## config.mk

```make
export PLATFORM = sky130hd
export DESIGN_NAME = result_serializer
export DESIGN_NICKNAME = d
export VERILOG_FILES = /design/src/rtl/mult_pkg.sv /design/src/rtl/ack_sync.sv /design/src/rtl/result_serializer.sv
export SDC_FILE = /design/constraint.sdc
export NUM_CORES = 1
export LEC_CHECK = 0
export ABC_AREA = 0
export BUFFER_PORTS_ARGS = -buffer_cell sky130_fd_sc_hd__buf_2
export CAP_MARGIN = 20
export CORE_ASPECT_RATIO = 1.25
export CORE_MARGIN = 2
export CORE_UTILIZATION = 60
export CTS_BUF_LIST = sky130_fd_sc_hd__clkbuf_4 sky130_fd_sc_hd__clkbuf_8 sky130_fd_sc_hd__clkbuf_16
export CTS_CLUSTER_DIAMETER = 150
export DETAILED_ROUTE_END_ITERATION = 7
export GPL_TIMING_DRIVEN = 0
export HOLD_SLACK_MARGIN = 0.06
export PLACE_DENSITY_LB_ADDON = 0.2
export SETUP_SLACK_MARGIN = 0.05
export SLEW_MARGIN = 25
export SYNTH_ARGS = -nofsm -noshare
export SYNTH_HDL_FRONTEND = slang
export SYNTH_SLANG_ARGS = --single-unit
```

## constraint.sdc

```tcl
create_clock -name clk -period 6.7 [get_ports clk]
set_clock_uncertainty 0.05 [all_clocks]
set_input_delay 1.005 -clock clk [delete_from_list [all_inputs] [get_ports clk]]
set_output_delay 1.005 -clock clk [all_outputs]
set_load 0.02 [all_outputs]
```

## src/rtl/mult_pkg.sv

```systemverilog
// Shared constants and types for the 3x3 array multiplier datapath and its I/O stages.
// SERIALIZER_CHECKSUM_EN appends an XOR checksum byte to the result stream.
package mult_pkg;

  localparam int N_ELEM     = 9;
  localparam int ELEM_W     = 18;
  localparam int BYTES_PER  = (ELEM_W + 7) / 8;
  localparam int DATA_BYTES = N_ELEM * BYTES_PER;
`ifdef SERIALIZER_CHECKSUM_EN
  localparam int TOTAL_BYTES = DATA_BYTES + 1;
`else
  localparam int TOTAL_BYTES = DATA_BYTES;
`endif
  localparam int ELEM_IDX_W = (N_ELEM > 1) ? $clog2(N_ELEM) : 1;
  localparam int BYTE_IDX_W = (BYTES_PER > 1) ? $clog2(BYTES_PER) : 1;

  typedef enum logic [1:0] {
    SER_IDLE,
    SER_PRESENT,
    SER_WAIT_ACK_LO,
    SER_DONE
  } ser_state_e;

  // Little-endian byte of an element, zero-extended to a whole number of bytes.
  function automatic logic [7:0] elem_byte(input logic [ELEM_W-1:0]     elem,
                                           input logic [BYTE_IDX_W-1:0] sel);
    logic [BYTES_PER*8-1:0] ext;
    ext = '0;
    ext[ELEM_W-1:0] = elem;
    return ext[sel*8 +: 8];
  endfunction

endpackage

```

## src/rtl/ack_sync.sv

```systemverilog
// Multi-flop synchronizer for an asynchronous handshake pin; flops reset to 0.
// STAGES must be at least 2.
module ack_sync #(
  parameter int STAGES = 2
) (
  input  logic clk,
  input  logic rst_n,
  input  logic async_i,
  output logic sync_o
);

  logic [STAGES-1:0] sync_q;

  always_ff @(posedge clk or negedge rst_n) begin
    if (!rst_n) begin
      sync_q <= '0;
    end else begin
      sync_q <= {sync_q[STAGES-2:0], async_i};
    end
  end

  assign sync_o = sync_q[STAGES-1];

endmodule

```

## src/rtl/result_serializer.sv

```systemverilog
// Streams the nine captured products off-chip one byte per 4-phase valid/ack handshake.
// SERIALIZER_CHECKSUM_EN adds a trailing XOR-of-all-data-bytes byte before done.
module result_serializer
  import mult_pkg::*;
#(
  parameter int SYNC_STAGES = 2
) (
  input  logic                     clk,
  input  logic                     rst_n,
  input  logic                     start,
  input  logic [N_ELEM*ELEM_W-1:0] c_flat,
  input  logic                     ack_in,
  output logic [7:0]               data_out,
  output logic                     valid_out,
  output logic                     busy,
  output logic                     done
);

  localparam logic [ELEM_IDX_W-1:0] LAST_ELEM = ELEM_IDX_W'(N_ELEM - 1);
  localparam logic [BYTE_IDX_W-1:0] LAST_BSEL = BYTE_IDX_W'(BYTES_PER - 1);

  ser_state_e               state_q, state_d;
  logic [N_ELEM*ELEM_W-1:0] shadow_q, shadow_d;
  logic [ELEM_IDX_W-1:0]    elem_q, elem_d, nxt_elem;
  logic [BYTE_IDX_W-1:0]    bsel_q, bsel_d, nxt_bsel;
  logic [7:0]               data_q, data_d;
  logic [7:0]               nxt_byte, first_byte;
  logic                     valid_q, valid_d;
  logic                     busy_q, busy_d;
  logic                     done_q, done_d;
  logic                     ack_s;
  logic                     last_data;
  logic                     last_byte;
`ifdef SERIALIZER_CHECKSUM_EN
  logic [7:0]               chk_q, chk_d;
  logic                     chk_phase_q, chk_phase_d;
`endif

  ack_sync #(
    .STAGES (SYNC_STAGES)
  ) u_ack_sync (
    .clk     (clk),
    .rst_n   (rst_n),
    .async_i (ack_in),
    .sync_o  (ack_s)
  );

  assign last_data = (elem_q == LAST_ELEM) && (bsel_q == LAST_BSEL);
`ifdef SERIALIZER_CHECKSUM_EN
  assign last_byte = chk_phase_q;
`else
  assign last_byte = last_data;
`endif

  // Element index saturates at the last element; only the byte counter wraps.
  always_comb begin
    nxt_elem = elem_q;
    nxt_bsel = bsel_q + 1'b1;
    if (bsel_q == LAST_BSEL) begin
      nxt_bsel = '0;
      if (elem_q != LAST_ELEM) begin
        nxt_elem = elem_q + 1'b1;
      end
    end
  end

  assign nxt_byte   = elem_byte(shadow_q[int'(nxt_elem)*ELEM_W +: ELEM_W], nxt_bsel);
  assign first_byte = elem_byte(c_flat[ELEM_W-1:0], '0);

  always_comb begin
    state_d  = state_q;
    shadow_d = shadow_q;
    elem_d   = elem_q;
    bsel_d   = bsel_q;
    data_d   = data_q;
    valid_d  = valid_q;
    busy_d   = busy_q;
    done_d   = done_q;
`ifdef SERIALIZER_CHECKSUM_EN
    chk_d       = chk_q;
    chk_phase_d = chk_phase_q;
`endif

    case (state_q)
      SER_IDLE, SER_DONE: begin
        if (start) begin
          shadow_d = c_flat;
          elem_d   = '0;
          bsel_d   = '0;
          data_d   = first_byte;
          valid_d  = 1'b1;
          busy_d   = 1'b1;
          done_d   = 1'b0;
          state_d  = SER_PRESENT;
`ifdef SERIALIZER_CHECKSUM_EN
          chk_d       = first_byte;
          chk_phase_d = 1'b0;
`endif
        end
      end

      SER_PRESENT: begin
        if (ack_s) begin
          valid_d = 1'b0;
          state_d = SER_WAIT_ACK_LO;
        end
      end

      SER_WAIT_ACK_LO: begin
        if (!ack_s) begin
          if (last_byte) begin
            data_d  = 8'h00;
            busy_d  = 1'b0;
            done_d  = 1'b1;
            state_d = SER_DONE;
          end else begin
            valid_d = 1'b1;
            state_d = SER_PRESENT;
`ifdef SERIALIZER_CHECKSUM_EN
            if (last_data) begin
              chk_phase_d = 1'b1;
              data_d      = chk_q;
            end else begin
              elem_d = nxt_elem;
              bsel_d = nxt_bsel;
              data_d = nxt_byte;
              chk_d  = chk_q ^ nxt_byte;
            end
`else
            elem_d = nxt_elem;
            bsel_d = nxt_bsel;
            data_d = nxt_byte;
`endif
          end
        end
      end

      default: begin
        state_d = SER_IDLE;
      end
    endcase
  end

  always_ff @(posedge clk or negedge rst_n) begin
    if (!rst_n) begin
      state_q  <= SER_IDLE;
      shadow_q <= '0;
      elem_q   <= '0;
      bsel_q   <= '0;
      data_q   <= 8'h00;
      valid_q  <= 1'b0;
      busy_q   <= 1'b0;
      done_q   <= 1'b0;
    end else begin
      state_q  <= state_d;
      shadow_q <= shadow_d;
      elem_q   <= elem_d;
      bsel_q   <= bsel_d;
      data_q   <= data_d;
      valid_q  <= valid_d;
      busy_q   <= busy_d;
      done_q   <= done_d;
    end
  end

`ifdef SERIALIZER_CHECKSUM_EN
  always_ff @(posedge clk or negedge rst_n) begin
    if (!rst_n) begin
      chk_q       <= 8'h00;
      chk_phase_q <= 1'b0;
    end else begin
      chk_q       <= chk_d;
      chk_phase_q <= chk_phase_d;
    end
  end
`endif

  assign data_out  = data_q;
  assign valid_out = valid_q;
  assign busy      = busy_q;
  assign done      = done_q;

endmodule

```

==> parameters.txt <==
Parameter                              Value

Run status
  Status    finished, final reports clean

Clocking
  CTS-repair resized insts    0
  TritonCTS clock tree    built
  Maximum number of buffers from clock root to sink    2
  Clock edge transition at the registers on the reported setup and hold paths    0.07 ns
  Total CTS buffers    17
  Sinks on Clock Net    183
  Clk root buf    sky130_fd_sc_hd__clkbuf_16
  Number of hold buffers added after CTS    0
  Setup bufs post-CTS    0
  Count of H-tree levels built during CTS    4
  Insertion delay of the later-clocked pin in the worst-skew pair    0.44 ns

Synthesis
  Fraction of synthesized cell area taken by the top area cell type    52.2%
  Count of warnings emitted by yosys    0
  Largest area contributor in the synthesized netlist    sky130_fd_sc_hd__dfrtp_1
  Yosys cell types    68
  Top cells by area in the synthesized netlist    sky130_fd_sc_hd__dfrtp_1 52%, sky130_fd_sc_hd__mux2_2 21%, sky130_fd_sc_hd__mux4_2 3.3%, sky130_fd_sc_hd__nand2_1 2.4%, sky130_fd_sc_hd__a211oi_1 1.4%
  Syn nets    862
  Post-Syn Area per Cell    12.7 um2
  Post-synth top cells    183 x sky130_fd_sc_hd__dfrtp_1, 167 x sky130_fd_sc_hd__mux2_2, 57 x sky130_fd_sc_hd__nand2_1
  Total of flip-flops plus latches after synthesis    183
  Top flip-flop cell by instance count after synthesis    sky130_fd_sc_hd__dfrtp_1
  Sequential-to-total area share from yosys stat    52.2%
  Post-synth EDFFs    0
  Cells after synthesis    692
  Combined area of all synthesized cells    8780 um2
  Async SR Flop Fraction    100%
  Cell with the most instances after synthesis    sky130_fd_sc_hd__dfrtp_1

Worst hold path
  Hold Crit Class    register to register

Route
  Number of nets with antenna violations after detailed routing    0
  Via-per-instance ratio    6.36
  DR iter-0 viols    625
  Drt drc    0
  First-pass detailed-route iteration total    5
  Via Count    6860
  Post-Route WL    26.4 mm
  Routed length per instance    24.4 um

Global route
  Antenna violations before repair    1
  Number of global-route vias before repair    7350
  First-pass GRT wire length    41.2 mm
  Pin count of the biggest net entering global routing    96
  Global route overflow    0
  Total GRT Usage    35.0%

Critical path
  Most common cell on crit path    sky130_fd_sc_hd__nand3b_1
  Slowest stage cell, crit path    sky130_fd_sc_hd__mux4_2
  Kind of start point of the critical path    register
  Number of buffer and inverter instances along the worst setup path    3
  Required time at the worst-slack endpoint    6.97 ns
  Crit path max-delay family    simple AND/OR/NAND/NOR gates
  Critical Setup Path Class    register to register
  Kind of capture point of the worst setup path    register
  Ordered cell list for the critical path    buf_2 > inv_1 > ha_1 > nand3b_1 > nand3_2 > nand2_4 > buf_4 > mux4_2 > o21ai_0 > nand3b_1 > nand3_1
  Longest individual stage delay on the worst path    0.59 ns
  Critical-path maximum fanout    10
  Crit path arrival time    3.90 ns

STA
  Shortest clock period the worst path allows after layout    3.63 ns
  Final hold viol count    0
  Max Clock Freq    0.276 GHz
  Slew headroom    25.2%
  Transition time of the tightest slew-check pin    1.12 ns
  Hold Slack    0.312 ns
  Number of max-slew violations in the final report    0
  Summed negative setup slack over all endpoints    0 ns
  Final Cycle Share    54.2%
  Final setup violation count    0
  RSZ-0062 raised after global routing    false

Floorplan
  Site row count    49
  Number of top-level design ports    177
  Die area    15600 um2
  Height of the chip    139 um
  Die X    112 um
  Effective utilization at floorplan    61.2%
  Core footprint    14300 um2

Power
  Reported leakage power    4.66 nW
  Worst vdd rail ir drop    0.265 mV
  Pwr Density    455 nW/um2

Run
  Max-cap check violation count    0

Place
  Number of buffers inserted by port buffering    176
  Weighted congestion reported at the end of routability-driven placement    0.929
  Half-perimeter wire length after placement    19.6 mm

Finish
  Final net count    1058
  Fill cell count    1014
  Share of layout cells above drive strength 1    47.1%
  Syn-to-layout area delta    19.7%
  Antenna Cells    0
==> cell families (layout without fill, tap and decap cells) <==
group,count (synthesis),after routing,synth area share (%)
and+or+nand+nor,135,135,8.17
DFF,183,183,52.2
xor gates and xnor gates,3,3,0.299
adders and majority gates,4,4,0.570
buffers and inverters,50,259,2.79
AOI/OAI and AO/OA,130,130,10.4
muxes,187,187,25.6
==> flip-flops by register name (all words and copies together) (netlist names) <==
name	flops
valid_out	1
data_out	8
busy	1
state_q	2
elem_q	4
done	1
bsel_q	2
u_ack_sync.sync_q	2
shadow_q	162
==> worst register-to-register path, cell delays in order, from the launching register on <==
cell and delay, ns:
sky130_fd_sc_hd__dfrtp_1 0.35, sky130_fd_sc_hd__buf_2 0.21, sky130_fd_sc_hd__inv_1 0.12, sky130_fd_sc_hd__ha_1 0.24, sky130_fd_sc_hd__nand3b_1 0.23, sky130_fd_sc_hd__nand3_2 0.35
sky130_fd_sc_hd__nand2_4 0.30, sky130_fd_sc_hd__buf_4 0.30, sky130_fd_sc_hd__mux4_2 0.59, sky130_fd_sc_hd__o21ai_0 0.37, sky130_fd_sc_hd__nand3b_1 0.28, sky130_fd_sc_hd__nand3_1 0.11
==> report_power, final <==
part	switching (mW)	internal (mW)	total, mW	leakage [nW]
logic	0.893	0.932	1.83	2.23
registers	0.308	1.65	1.96	2.16
clock network	0.449	0.547	0.996	0.280
==> stage by stage <==
stage                     setup slack [ns]  util (%)  cell area (um2)  total power, mW  cells
after floorplan                       4.11         -             8780             3.16    692
after global placement                1.86      68.9             9880             3.65   1046
after detailed placement              3.20      69.1             9920             3.77   1047
after CTS                             3.17      73.2            10500             4.76   1079
after global routing                  3.06      73.2            10500             5.01   1079
final                                 3.07      73.2            10500             4.78   1079
==> worst paths after layout <==
| check | from | end | slack [ns] | cells past startpoint |
|---|---|---|---|---|
| setup / recovery | elem_q[0] | data_out[7] | 3.07 | 11 |
| hold reg to reg | u_ack_sync.sync_q[0] | u_ack_sync.sync_q[1] | 0.31 | 0 |
| max in group asynchronous | rst_n | shadow_q[52] | 5.17 | 2 |
| hold / removal | u_ack_sync.sync_q[0] | u_ack_sync.sync_q[1] | 0.31 | 0 |
| min in group asynchronous | rst_n | shadow_q[124] | 0.54 | 1 |
| setup reg to reg | elem_q[0] | data_out[7] | 3.07 | 11 |
==> metal layers <==
layer  part of all wire [%]  GRT usage, %
met1                     39          45.0
met4                    4.8          17.0
met2                     49          56.1
met5                      0             0
met3                    7.9          8.54
==> cells in the final DEF (no fill, tap or decap), types with 8 or more instances in the layout <==
cell type / n
sky130_fd_sc_hd__dfrtp_1: 183
sky130_fd_sc_hd__buf_2: 182
sky130_fd_sc_hd__mux2_2: 167
sky130_fd_sc_hd__nand2_1: 57
sky130_fd_sc_hd__clkbuf_1: 26
sky130_fd_sc_hd__a21oi_1: 23
sky130_fd_sc_hd__nor2_1: 19
sky130_fd_sc_hd__o21ai_0: 18
sky130_fd_sc_hd__clkbuf_16: 17
sky130_fd_sc_hd__a211oi_1: 16
sky130_fd_sc_hd__mux4_2: 13
sky130_fd_sc_hd__and3_1: 13
sky130_fd_sc_hd__a31oi_1: 13
sky130_fd_sc_hd__o22ai_1: 9
sky130_fd_sc_hd__inv_1: 8
sky130_fd_sc_hd__nand3_1: 8
==> area by class of cell <==
type	count	area, um2	share of cell area (%)
well taps	178	223	2.12
clock inverters	11	113	1.07
clock buffers	21	468	4.46
flip-flops and latches	183	4580	43.6
multi-input cells	459	3960	37.7
repair buffers	177	918	8.74
plain buffers	42	215	2.05
inverters	8	30.0	0.286
Power figures use the tool's default switching activity.
